--- src/rtl/uart_tx_arbiter.sv ---
// Round-robin arbiter sharing one UART transmitter among NREQ byte-stream sources.
// A granted source keeps the UART for a whole frame (until req_last) or until the lock times out.
module uart_tx_arbiter #(
    parameter int NREQ         = 4,
    parameter int LOCK_TIMEOUT = 1024,
    localparam int IDW         = $clog2(NREQ)
) (
    input  logic              clk,
    input  logic              rst,
    input  logic [NREQ-1:0]   req_valid,
    input  logic [8*NREQ-1:0] req_data,
    input  logic [NREQ-1:0]   req_last,
    output logic [NREQ-1:0]   req_ready,
    output logic              uart_transmit,
    output logic [7:0]        uart_tx_byte,
    input  logic              uart_tx_free,
    output logic [IDW-1:0]    grant_id,
    output logic              busy,
    output logic              timeout_evt
);

    localparam int CW = (LOCK_TIMEOUT > 1) ? $clog2(LOCK_TIMEOUT) : 1;

    typedef enum logic [2:0] {
        S_IDLE,
        S_ISSUE,
        S_WAIT_ACK,
        S_WAIT_FREE,
        S_HOLD
    } state_t;

    state_t          state_reg;
    logic [IDW-1:0]  rr_ptr_reg;
    logic [CW-1:0]   lock_cnt_reg;
    logic            last_reg;

    logic [IDW-1:0]  sel;
    logic            found;
    logic [IDW-1:0]  cand;
    logic            ready_en;
    logic [7:0]      data_arr [NREQ];
    logic [7:0]      sel_byte;

    genvar gi;
    generate
        for (gi = 0; gi < NREQ; gi++) begin : g_lane
            assign data_arr[gi]  = req_data[8*gi +: 8];
            assign req_ready[gi] = rst && ready_en && (sel == IDW'(gi));
        end
    endgenerate

    // Scan starts just after the last owner so every source gets a turn.
    always_comb begin
        sel   = rr_ptr_reg;
        found = 1'b0;
        cand  = '0;
        if (state_reg == S_HOLD) begin
            sel = grant_id;
        end else begin
            for (int k = 1; k <= NREQ; k++) begin
                cand = IDW'((int'(rr_ptr_reg) + k) % NREQ);
                if (!found && req_valid[cand]) begin
                    sel   = cand;
                    found = 1'b1;
                end
            end
        end
    end

    assign ready_en = uart_tx_free &&
                      (((state_reg == S_IDLE) && (|req_valid)) ||
                       ((state_reg == S_HOLD) && req_valid[grant_id]));

    assign sel_byte = data_arr[sel];
    assign busy     = (state_reg != S_IDLE);

    always_ff @(posedge clk or negedge rst) begin
        if (!rst) begin
            state_reg     <= S_IDLE;
            rr_ptr_reg    <= IDW'(NREQ - 1);
            lock_cnt_reg  <= '0;
            last_reg      <= 1'b0;
            uart_transmit <= 1'b0;
            uart_tx_byte  <= 8'h00;
            grant_id      <= '0;
            timeout_evt   <= 1'b0;
        end else begin
            uart_transmit <= 1'b0;
            timeout_evt   <= 1'b0;
            case (state_reg)
                S_IDLE: begin
                    if (ready_en) begin
                        uart_tx_byte  <= sel_byte;
                        grant_id      <= sel;
                        last_reg      <= req_last[sel];
                        uart_transmit <= 1'b1;
                        state_reg     <= S_ISSUE;
                    end
                end
                S_ISSUE: begin
                    state_reg <= S_WAIT_ACK;
                end
                S_WAIT_ACK: begin
                    if (!uart_tx_free) begin
                        state_reg <= S_WAIT_FREE;
                    end
                end
                S_WAIT_FREE: begin
                    if (uart_tx_free) begin
                        if (last_reg) begin
                            rr_ptr_reg <= grant_id;
                            state_reg  <= S_IDLE;
                        end else begin
                            lock_cnt_reg <= '0;
                            state_reg    <= S_HOLD;
                        end
                    end
                end
                S_HOLD: begin
                    // An owner byte arriving on the expiry cycle still wins.
                    if (ready_en) begin
                        uart_tx_byte  <= sel_byte;
                        last_reg      <= req_last[sel];
                        uart_transmit <= 1'b1;
                        lock_cnt_reg  <= '0;
                        state_reg     <= S_ISSUE;
                    end else if (lock_cnt_reg == CW'(LOCK_TIMEOUT - 1)) begin
                        timeout_evt <= 1'b1;
                        rr_ptr_reg  <= grant_id;
                        state_reg   <= S_IDLE;
                    end else begin
                        lock_cnt_reg <= lock_cnt_reg + 1'b1;
                    end
                end
                default: begin
                    state_reg <= S_IDLE;
                end
            endcase
        end
    end

endmodule

--- config.mk ---
export PLATFORM = sky130hd
export DESIGN_NAME = uart_tx_arbiter
export DESIGN_NICKNAME = d
export VERILOG_FILES = /design/src/rtl/uart_tx_arbiter.sv
export SDC_FILE = /design/constraint.sdc
export NUM_CORES = 1
export LEC_CHECK = 0
export BUFFER_PORTS_ARGS = -buffer_cell sky130_fd_sc_hd__buf_2
export CAP_MARGIN = 20
export CORE_UTILIZATION = 40
export CTS_CLUSTER_SIZE = 25
export DETAILED_ROUTE_END_ITERATION = 7
export PLACE_DENSITY = 0.67
export SETUP_SLACK_MARGIN = 0.05
export SYNTH_ARGS = -nofsm -noshare
export SYNTH_HDL_FRONTEND = slang
export SYNTH_SLANG_ARGS = --single-unit
--- constraint.sdc ---
create_clock -name clk -period 5.3 [get_ports clk]
set_input_delay 0.53 -clock clk [delete_from_list [all_inputs] [get_ports clk]]
set_output_delay 0.53 -clock clk [all_outputs]
set_load 0.02 [all_outputs]
Yosys cells after proc, flatten, opt, wreduce, memory -nomap -nowiden
Cells that the tools add are included.
W data, S select, Z words.

cells by class
  add/sub/neg operators = 5
  reduce and logical (&&, ||, !) cells = 26
  muxes and demuxes = 48
  magnitude comparators = 7
  bitwise logic cells = 1
  equal/unequal tests = 17

operators by type and width
  cell                     count
  $mux W10                 4
  $pmux W10 S2             1
  $lt A2 B3 Y1 const B     6
  $mux W2                  9
  $mux W3                  6
  $mux W1                  17
  $bmux W8 S2              1
  $mux W8                  2
  $pmux W3 S5              1
  $bmux W1 S2              6
  $ne A2 B2 Y1 const B     6
  $logic_and A1 B1 Y1      11
  $add A10 B1 Y10 const B  1
  $eq A10 B10 Y1 const B   1
  $reduce_and A4 Y1        2
  $eq A3 B2 Y1 const B     2
  $reduce_and A5 Y1        1
  $add A2 B1 Y2 const B    2
  $add A2 B2 Y2 const B    2
  $eq A2 B2 Y1 const B     2
  $pmux W2 S2              1
  $reduce_and A2 Y1        2
  $reduce_or A4 Y1         1
  $eq A3 B1 Y1 const B     1
  other kinds (14)         16

word-level totals
  output and inout port bits = 17
  bits of input ports = 43
  word-level logic and storage cells = 112
  register bits = 28

Longest topological paths before layout
Gate-level depths: netlist of the first run.

  depth after elaboration = 21
  gate-level depth with buffers = 7
  gate-level depth less buffers = 6

Worst setup path after synthesis of the first run
No wires, ideal clock.

  path kind = input -> output
  start point = input port req_valid[3]
  end point = output port req_ready[0]
  arrival time = 1.815 ns
  buffers on the path = 2
  required time = 4.770 ns
  cell stages on the path = 6
  setup slack = 2.955 ns
  cells stage by stage = o21ai_1 a21o_1 clkbuf_1 a31o_2 buf_2 nor2b_1

on the way
  longest elaborated chain between the ends = 18
  elaborated cells on any way between the ends = 35
  those cells by class = 21 x mux; 14 x reduce/logical

ends and longest elaborated chain
  element                        line  text
  start, declared                10    input logic [NREQ-1:0] req_valid,
  $bmux W1 S2                    62    if (!found && req_valid[cand]) begin
  $mux W1 (not written as such)  62
  $mux W1                        62
  $mux W1                        57    if (state_reg == S_HOLD) begin
  $logic_not A1 Y1               62
  $logic_and A1 B1 Y1            62
  $mux W1                        62
  $mux W1                        57
  [... 2 more ...]               --
  $mux W1                        62
  $mux W1                        57
  $logic_not A1 Y1               62
  $logic_and A1 B1 Y1            62
  $mux W2                        62
  $mux W2                        57
  $logic_not A2 Y1               48    assign req_ready[gi] = rst && ready_en && (sel == IDW'(gi));
  $logic_and A1 B1 Y1 (*)        48
  end, declared                  13    output logic [NREQ-1:0] req_ready,

Mark *: on every way between the ends. The rest lies on a longest branch, timed or not. The select of a mux whose other input is x is not followed.

Final worst setup path of the first run
  start point = register grant_id[0]
  end point = output port req_ready[3]

on the way
  longest elaborated chain between the ends = 7
  elaborated cells on any way between the ends = 9
  those cells by class = 1 x eq/ne; 3 x mux; 5 x reduce/logical

ends and longest elaborated chain
  element                        line  text
  start, declared                17    output logic [IDW-1:0] grant_id,
  start signal, assigned         94    grant_id <= sel;
  $bmux W1 S2                    72    ((state_reg == S_HOLD) && req_valid[grant_id]));
  $mux W1 (not written as such)  72
  $logic_and A1 B1 Y1            72
  $logic_or A1 B1 Y1             71    (((state_reg == S_IDLE) && (|req_valid)) ||
  $logic_and A1 B1 Y1            70    assign ready_en = uart_tx_free &&
  $logic_and A1 B1 Y1            48
  $logic_and A1 B1 Y1 (*)        48

Marks and branches as above.

==> results of run 1 <==
[cells in the final DEF, fill, tap and decap left out, types with 4 or more instances in the layout]
cell and n:
sky130_fd_sc_hd__nand3_1 7, sky130_fd_sc_hd__a2111oi_0 9, sky130_fd_sc_hd__nor2_1 21, sky130_fd_sc_hd__nand2_1 19, sky130_fd_sc_hd__nor2b_1 4, sky130_fd_sc_hd__o21ai_0 7, sky130_fd_sc_hd__a21oi_1 12, sky130_fd_sc_hd__a211oi_1 9
sky130_fd_sc_hd__mux2i_1 13, sky130_fd_sc_hd__buf_2 59, sky130_fd_sc_hd__a31oi_1 14, sky130_fd_sc_hd__dfrtp_1 26
[per-stage QoR]
step	util, %	power [mW]
final	52.1	1.10
after global routing	52.1	1.19
after CTS	52.1	1.10
after detailed placement	50.4	0.933
after global placement	50.4	0.929
after floorplan	-	0.793
[cell families (layout without fill, tap and decap cells)]
group           Yosys count  count (layout)  share of synthesized area (%)
buf+inv                  15              66                           3.58
compound gates           68              68                           26.3
flops                    28              28                           39.5
simple gates             72              72                           20.7
mux                      16              16                           9.20
fa+ha+maj                 1               1                          0.702
[worst max-delay path by stage]
stage | start | cells past startpoint | to | slack (ps)
2_1_floorplan | req_valid[3] | 6 | req_ready[0] | 2950
3_3_place_gp | req_valid[1] | 7 | req_ready[3] | 2220
3_5_place_dp | req_valid[1] | 7 | req_ready[3] | 2220
4_1_cts | grant_id[0] | 7 | req_ready[3] | 2130
5_1_grt | grant_id[0] | 7 | req_ready[3] | 1880
6_report | grant_id[0] | 7 | req_ready[3] | 2120
[where the power goes]
group | internal (mW) | leakage (nW) | switching (mW) | total (mW)
Combinational | 0.212 | 0.590 | 0.339 | 0.551
Clock | 0.101 | 0.0357 | 0.0665 | 0.168
Sequential | 0.297 | 0.345 | 0.0823 | 0.379
[final cells by class]
| cell class | instances | area (um2) | share of cell area [%] |
|---|---|---|---|
| well taps | 50 | 62.6 | 2.90 |
| multi-input cells | 157 | 1010 | 47.0 |
| clock inverters | 1 | 30.0 | 1.39 |
| repair buffers | 59 | 295 | 13.7 |
| inverters | 3 | 11.3 | 0.522 |
| flip-flops and latches | 28 | 703 | 32.6 |
| clock buffers | 3 | 41.3 | 1.91 |
[layer usage]
layer	track usage [%]	up-vias	share of wire [%]
met5	0	-	0
met4	3.83	0	0.37
met3	4.44	2	4.2
met2	35.7	53	49
met1	26.4	847	46
li1	-	867	-
==> results.txt, run 1 <==
The run finished with clean final reports. The number of nets at the end of the flow is 296. The vertical extent of the die came out at 68.7 um.

The power per cell area is 509 nW/um2. The number of hold-repair buffers added at the cts stage came out at 0. STA classifies the critical path startpoint as a flop. Once the clock tree was built, the setup fixing pass inserted 0 buffers.

Entering global routing, the biggest net connects 31 pins. In this run the critical register-to-register path is launched from grant_id[0]. The post-cts gate resize count came out at 0.

The wire length of the first global-routing pass is 7310 um. For the pin with the worst max-slew slack, the measured transition is 963 ps. The analysis attributes to cell leakage a power of 0.971 nW.

After detailed placement, the design holds a cell count of 297. The standard-cell row count came out at 23. The total CTS buffers came out at 3. The area growth from synthesis to layout is 21.1%.

The most common cell in the synthesized netlist is sky130_fd_sc_hd__dfrtp_1. The number of clock sinks came out at 28. The worst setup timing slack at the placement stage is 2220 ps. Summing every instance area after synthesis gives 1780 um2.

The largest total area in the synthesized netlist belongs to sky130_fd_sc_hd__dfrtp_1. The mean cell area of the mapped netlist is 8.91 um2. After synthesis, the share of flip-flops with an asynchronous set or reset is 100%. The commonest cells after synthesis are 26 x sky130_fd_sc_hd__dfrtp_1, 21 x sky130_fd_sc_hd__nor2_1, 19 x sky130_fd_sc_hd__nand2_1. The total inserted antenna cells came out at 0. Along the worst path, the maximum fanout reaches 13. The number of flip-flops in the largest register is 10. The largest individual stage delay along the critical path comes from the cell sky130_fd_sc_hd__a32oi_1. The post-detailed-route count of antenna-violating nets came out at 0. The clock arrives with 3.19 ps of skew. When the netlist entered floorplanning its net count stood at 244. The final estimated routing congestion in global placement is 0.824. The worst setup path is of the flop to output pin kind. The kind of cell with the highest combined delay along the critical path is compound AO/OA/AOI/OAI gates. The synthesized netlist contains 47 unique library cells. The via count is 1,769. The final period utilization is 59.9%. The path class of the tightest hold or removal check is input port to async pin.

The clock period minus final worst setup slack is 3180 ps. The warning count from the yosys run is 0. The minimum hold slack came out at 263 ps. The number of buffers and inverters on the critical path is 2. The synthesized instance count is 200. Counting cells, the worst reg-to-reg path comes to 6. The worst path required time is 4770 ps. The number of max-cap violations is 0. In this run the count of I/O pins placed on the die edge is 60. The worst path setup slack after routing is 2120 ps. The share of the synthesized area in the top cell type came out at 36.5%. Clock latency on the worst-skew pair, taken at its later pin, is 270 ps.

The sequential element share of the synthesized area came out at 39.5%. The overall die width came out at 68.7 um. For this run, the detailed router's first-pass iteration total came to 4. The final cell count without fillers came out at 301. The max-slew violation total from the final report is 0. The total track usage came out at 20.6%. After filler insertion, the fill cell instance count of the layout stands at 408.

The average routed wire per standard cell is 14.4 um. Setup total negative slack on the finished layout was measured at 0 ps. The remaining max-slew budget at the tightest pin is 35.8%. Summed over all layers, the global routing overflow is 0. For this run, design rule violations remaining after detail routing come to 0.

STA classifies the critical path endpoint as an output pin. The post-CTS clock slew at the launch and capture registers of the worst setup and hold paths came out at 100 ps. The signal on the critical path passes through mux2i_1, o21ai_0, a32oi_1, inv_2, o2111ai_1, nor2_1, buf_2.

Ranked by total cell area, the synthesized netlist is headed by sky130_fd_sc_hd__dfrtp_1 37%, sky130_fd_sc_hd__mux2i_1 7.3%, sky130_fd_sc_hd__a31oi_1 4.9%. The placed wire-length estimate is 3270 um. The number of antenna violations at the first check in global routing is 0. In this run, synthesis produced a sequential element count of 28.

The worst register-to-register path ends at uart_tx_byte[6]. The number of enable flip-flop cells after synthesis is 0. Setup repair after global routing left no endpoint under its margin. The die area is 4730 um2. Clock tree synthesis selected as its root buffer the cell sky130_fd_sc_hd__clkbuf_8. STA puts the critical path data arrival time at 2650 ps. The top flip-flop cell by instance count after synthesis is sky130_fd_sc_hd__dfrtp_1. The cell area after layout came out at 2160 um2. The final number of hold-violating endpoints came to 0. The share of cells above drive strength 1 is 29.9%. The number of buffers on the longest clock path came out at 2. TritonCTS built the clock tree. The post-placement cell area came out at 2090 um2. The worst ir drop on vdd is 316 uV. For this configuration, the core starts out at a cell density of 43.0%.

The core area came out at 4140 um2. The largest incremental delay on the critical path came out at 810 ps. The setup check on the worst reg-to-reg path leaves a slack of 2530 ps. In this run the number of H-tree levels came out at 1. The setup-violating endpoint count in the final report is 0. The detailed-route vias per instance came out at 5.88. The via count of the first global-routing pass came to 1,641. Buffers placed on the I/O ports in this run total 59. The highest attainable clock frequency is 315 MHz. The number of DRC violations after detailed-routing iteration 0 came out at 76. The wire length after detailed routing came out at 4330 um.
(Power assumes the default switching activity.)
==> run 2: changes to the inputs <==
- ABC_AREA: not set -> 1
- PLACE_DENSITY: 0.67 -> 0.64
- clock period: 5.3 -> 3.1 ns (I/O delays scaled with it)
==> results.txt, run 2 <==
The post-cts gate resize count came out at 0. The synthesized instance count is 329. The standard-cell row count is 27. Prior to clock tree synthesis, the placed netlist has a worst setup slack of 805 ps.

The number of antenna violations at the first check in global routing is 0. The clock insertion delay at the later pin of the skew report came out at 270 ps. The worst pin sits at a relative slew slack of 74.0%. During I/O placement, the number of pins put on the boundary was 60.

Leaving out fill and tap cells, the most frequent cell in the layout is sky130_fd_sc_hd__nand2_1. The total inserted antenna cells is 0. TritonCTS built the clock tree. The highest attainable clock frequency is 385 MHz. The overall die width came out at 77.5 um. The setup-violating endpoint count in the final report is 0. A synthesized cell averages 6.92 um2. The largest individual stage delay along the critical path comes from the cell sky130_fd_sc_hd__dfstp_2. Yosys mapped the design onto 34 distinct sky130hd cell types. The kind of cell adding the most delay to the critical path is simple AND/OR/NAND/NOR gates. STA classifies the critical path startpoint as a flop. The sum of negative setup slack is 0 ps. The worst register-to-register path begins at lock_cnt_reg[0]. The die area came out at 6000 um2. The cell type with the highest occurrence count on the critical path is sky130_fd_sc_hd__nand2_1.

STA puts the critical path data required time at 2790 ps. The final period utilization came out at 83.8%. The final global-route overflow total came out at 0. Counting every net in the synthesized netlist gives 373.

IR analysis of the VDD net gives a maximum drop of 460 uV. The buffers inserted during post-CTS setup optimization is 0. The detailed-route vias per instance is 4.90. The switching power is 1.69 mW.

The sequential element share of the synthesized area is 30.9%. The kind of capture point of the worst setup path is an output pin. In this run the worst hold path is classified as input port to async pin. The start point of the critical path is rr_ptr_reg[0]. The post-layout utilization of the core came out at 47.9%. The setup clock skew after layout came out at 2.59 ps.

By area the synthesized netlist is led by sky130_fd_sc_hd__dfrtp_1 29%, sky130_fd_sc_hd__nand2_1 19%, sky130_fd_sc_hd__nand3_2 7.9%. The initial core utilization is 41.4%. The post-synthesis to final-layout area growth came out at 15.8%. The average routed wire per standard cell is 11.6 um. In this run the worst path has a maximum fanout of 11. At the pin with the least slew margin, the transition time is 389 ps. The post-CTS clock slew at the launch and capture registers of the worst setup and hold paths came out at 100 ps. The largest total area in the synthesized netlist belongs to sky130_fd_sc_hd__dfrtp_1.

The clock period minus final worst setup slack is 2600 ps. Dividing total power by cell area gives a power density of 1130 nW/um2. The maximum number of pins on one net before global-route repair came out at 29. The run finished with clean final reports.

In this run, the combinational gates consume 69.9% of the power. Hold repair after CTS inserted 0 buffers. Clock tree synthesis selected as its root buffer the cell sky130_fd_sc_hd__clkbuf_8. Setup repair after global routing left no endpoint under its margin. The worst path setup slack after routing came out at 501 ps.

Counting along the longest clock path gives a buffer depth of 2. The capturing instance or port of the critical path is req_ready[1]. In this run the number of H-tree levels came out at 1. The number of flip-flops in the largest register came out at 10. The endpoint of the worst-slack reg-to-reg timing path is lock_cnt_reg[8]. The via count is 2,235. The final estimated routing congestion in global placement is 0.847. The post-placement cell area came out at 2580 um2. The net count of the finished layout is 429. The share of cells above drive strength 1 is 31.0%. Detailed placement ended at an HPWL of 4150 um. The number of enable flip-flop cells after synthesis came out at 0. The design internal power came out at 1.30 mW. In this design, the stage delay of the slowest critical-path cell is 690 ps. The number of buffers and inverters on the critical path came out at 4.

The via count of the first global-routing pass came out at 2,053. sky130_fd_sc_hd__nand2_1 is the most common cell in the netlist. Registers are responsible for 22.5% of the overall power. The warning count from the yosys run came out at 0. The depth of the worst register-to-register path is 9. After detailed routing, the number of remaining DRC violations is 0. The wire length of the first global-routing pass came out at 8890 um.

The critical path start-end classification is flop to output pin. The synthesized cell area is 2280 um2. The top flip-flop cell by instance count after synthesis is sky130_fd_sc_hd__dfrtp_1.

Summed over all layers, the routed wires come to 5280 um. The number of DRC violations after detailed-routing iteration 0 is 115. Fill cells in the final layout number 580.

The register bit count reported by yosys is 28. In this run, CTS created clock tree buffers numbering 3. Overall power consumption after layout is estimated at 2.98 mW. The number of max-cap violations is 0. The post-detailed-route count of antenna-violating nets is 0. The commonest cells after synthesis are 118 x sky130_fd_sc_hd__nand2_1, 33 x sky130_fd_sc_hd__inv_1, 33 x sky130_fd_sc_hd__nand3_1. The slack of the worst reg-to-reg path is 930 ps.

The max-slew violation total from the final report came out at 0. Before antenna repair, the detailed router went through 4 iterations. The cell area after layout came out at 2640 um2.

The number of clock sinks is 28. The post-synthesis async set-or-reset flop share came out at 100%. The final number of hold-violating endpoints came out at 0. The total area inside the core boundary comes to 5510 um2. The share of the synthesized area in the top cell type came out at 28.6%. The analysis attributes to cell leakage a power of 1.44 nW. Input and output buffers added on the ports amount to 59.

The worst path arrival time is 2290 ps. The net switching share of the total power is 56.5%. In this run the vertical extent of the chip is 77.5 um. The number of logic stages on the critical path including buffering came out at 13.

Walking the worst path, the cells encountered are inv_6, nand2_1, nand2_2, nand2_2, nand2_4, clkinv_4, nand3_2, inv_1, nand2_1, nand3_1, nand2_1, nor2_1, buf_2. In this run, the clock network consumes 7.6% of the power. The total track usage is 17.9%. In the layout the commonest cells are 118 x sky130_fd_sc_hd__nand2_1, 59 x sky130_fd_sc_hd__buf_2, 33 x sky130_fd_sc_hd__inv_1, 33 x sky130_fd_sc_hd__nand3_1, 26 x sky130_fd_sc_hd__dfrtp_1.
## run 2: cell types whose count changed after synthesis, sizes merged, moves of 7 or more
| cell | before | now |
|---|---|---|
| a211oi | 9 | 0 |
| nand2 | 19 | 143 |
| inv | 3 | 37 |
| a2111oi | 9 | 0 |
| a21oi | 13 | 3 |
| clkbuf | 8 | 1 |
| nand3 | 7 | 53 |
| a31oi | 14 | 1 |
| mux2i | 13 | 0 |
## run 2: worst min-delay path by stage
stage / end / slack [ps] / cells after the start
floorplan: grant_id[0] / 10 / 0
global placement: timeout_evt / 360 / 2
detailed placement: lock_cnt_reg[1] / 370 / 2
CTS: state_reg[1] / 70 / 2
global route: state_reg[1] / 80 / 2
finish: state_reg[1] / 50 / 2
## run 2: worst reg2reg max path, cell delays in order, from the launching register on
cell	delay, ps
sky130_fd_sc_hd__dfrtp_1	420
sky130_fd_sc_hd__ha_1	200
sky130_fd_sc_hd__nand2_1	90
sky130_fd_sc_hd__nor2_1	230
sky130_fd_sc_hd__nand4_1	170
sky130_fd_sc_hd__nor2_1	200
sky130_fd_sc_hd__nand4_1	170
sky130_fd_sc_hd__nand2_1	340
sky130_fd_sc_hd__inv_1	130
sky130_fd_sc_hd__o21ai_0	160
## run 2: power groups by stage
| stage | sequential (mW) | clock [mW] | combinational [mW] |
|---|---|---|---|
| 2_1_floorplan | 0.703 | 0 | 1.81 |
| 3_3_place_gp | 0.677 | 0 | 2.09 |
| 3_5_place_dp | 0.668 | 0 | 2.11 |
| 4_1_cts | 0.668 | 0.233 | 2.11 |
| 5_1_grt | 0.687 | 0.247 | 2.35 |
| 6_report | 0.670 | 0.227 | 2.09 |
## run 2: cells by family after synthesis
| group | share of synthesized area, % |
|---|---|
| xor+xnor | 1.92 |
| simple gates | 50.9 |
| fa+ha+maj | 0.549 |
| flops | 30.9 |
| compound gates | 5.16 |
| buf+inv | 10.6 |
## run 2: routing by layer
metal | vias up | share of wire [%] | wire length (um) | global-route usage, %
met3 | 9 | 5.2 | 272 | 2.82
met1 | 1003 | 48 | 2560 | 23.7
met5 | - | 0 | 0 | 0
li1 | 1152 | - | - | -
met4 | 0 | 1.3 | 71 | 4.72
met2 | 71 | 45 | 2380 | 30.4
## run 2: area by class of cell
cell class	count	area (um2)	area share, %
clock buffer	4	55.1	2.09
inverter	38	153	5.79
multi-input combinational	254	1330	50.5
sequential	28	703	26.7
tap	72	90.1	3.42
timing repair buffer	60	303	11.5
## run 2: per-stage QoR
step | cells | hold slack, ps
floorplan | 329 | 14.4
global placement | 452 | 364
detailed placement | 452 | 373
CTS | 456 | 71.4
global route | 456 | 80.6
finish | 456 | 52.0
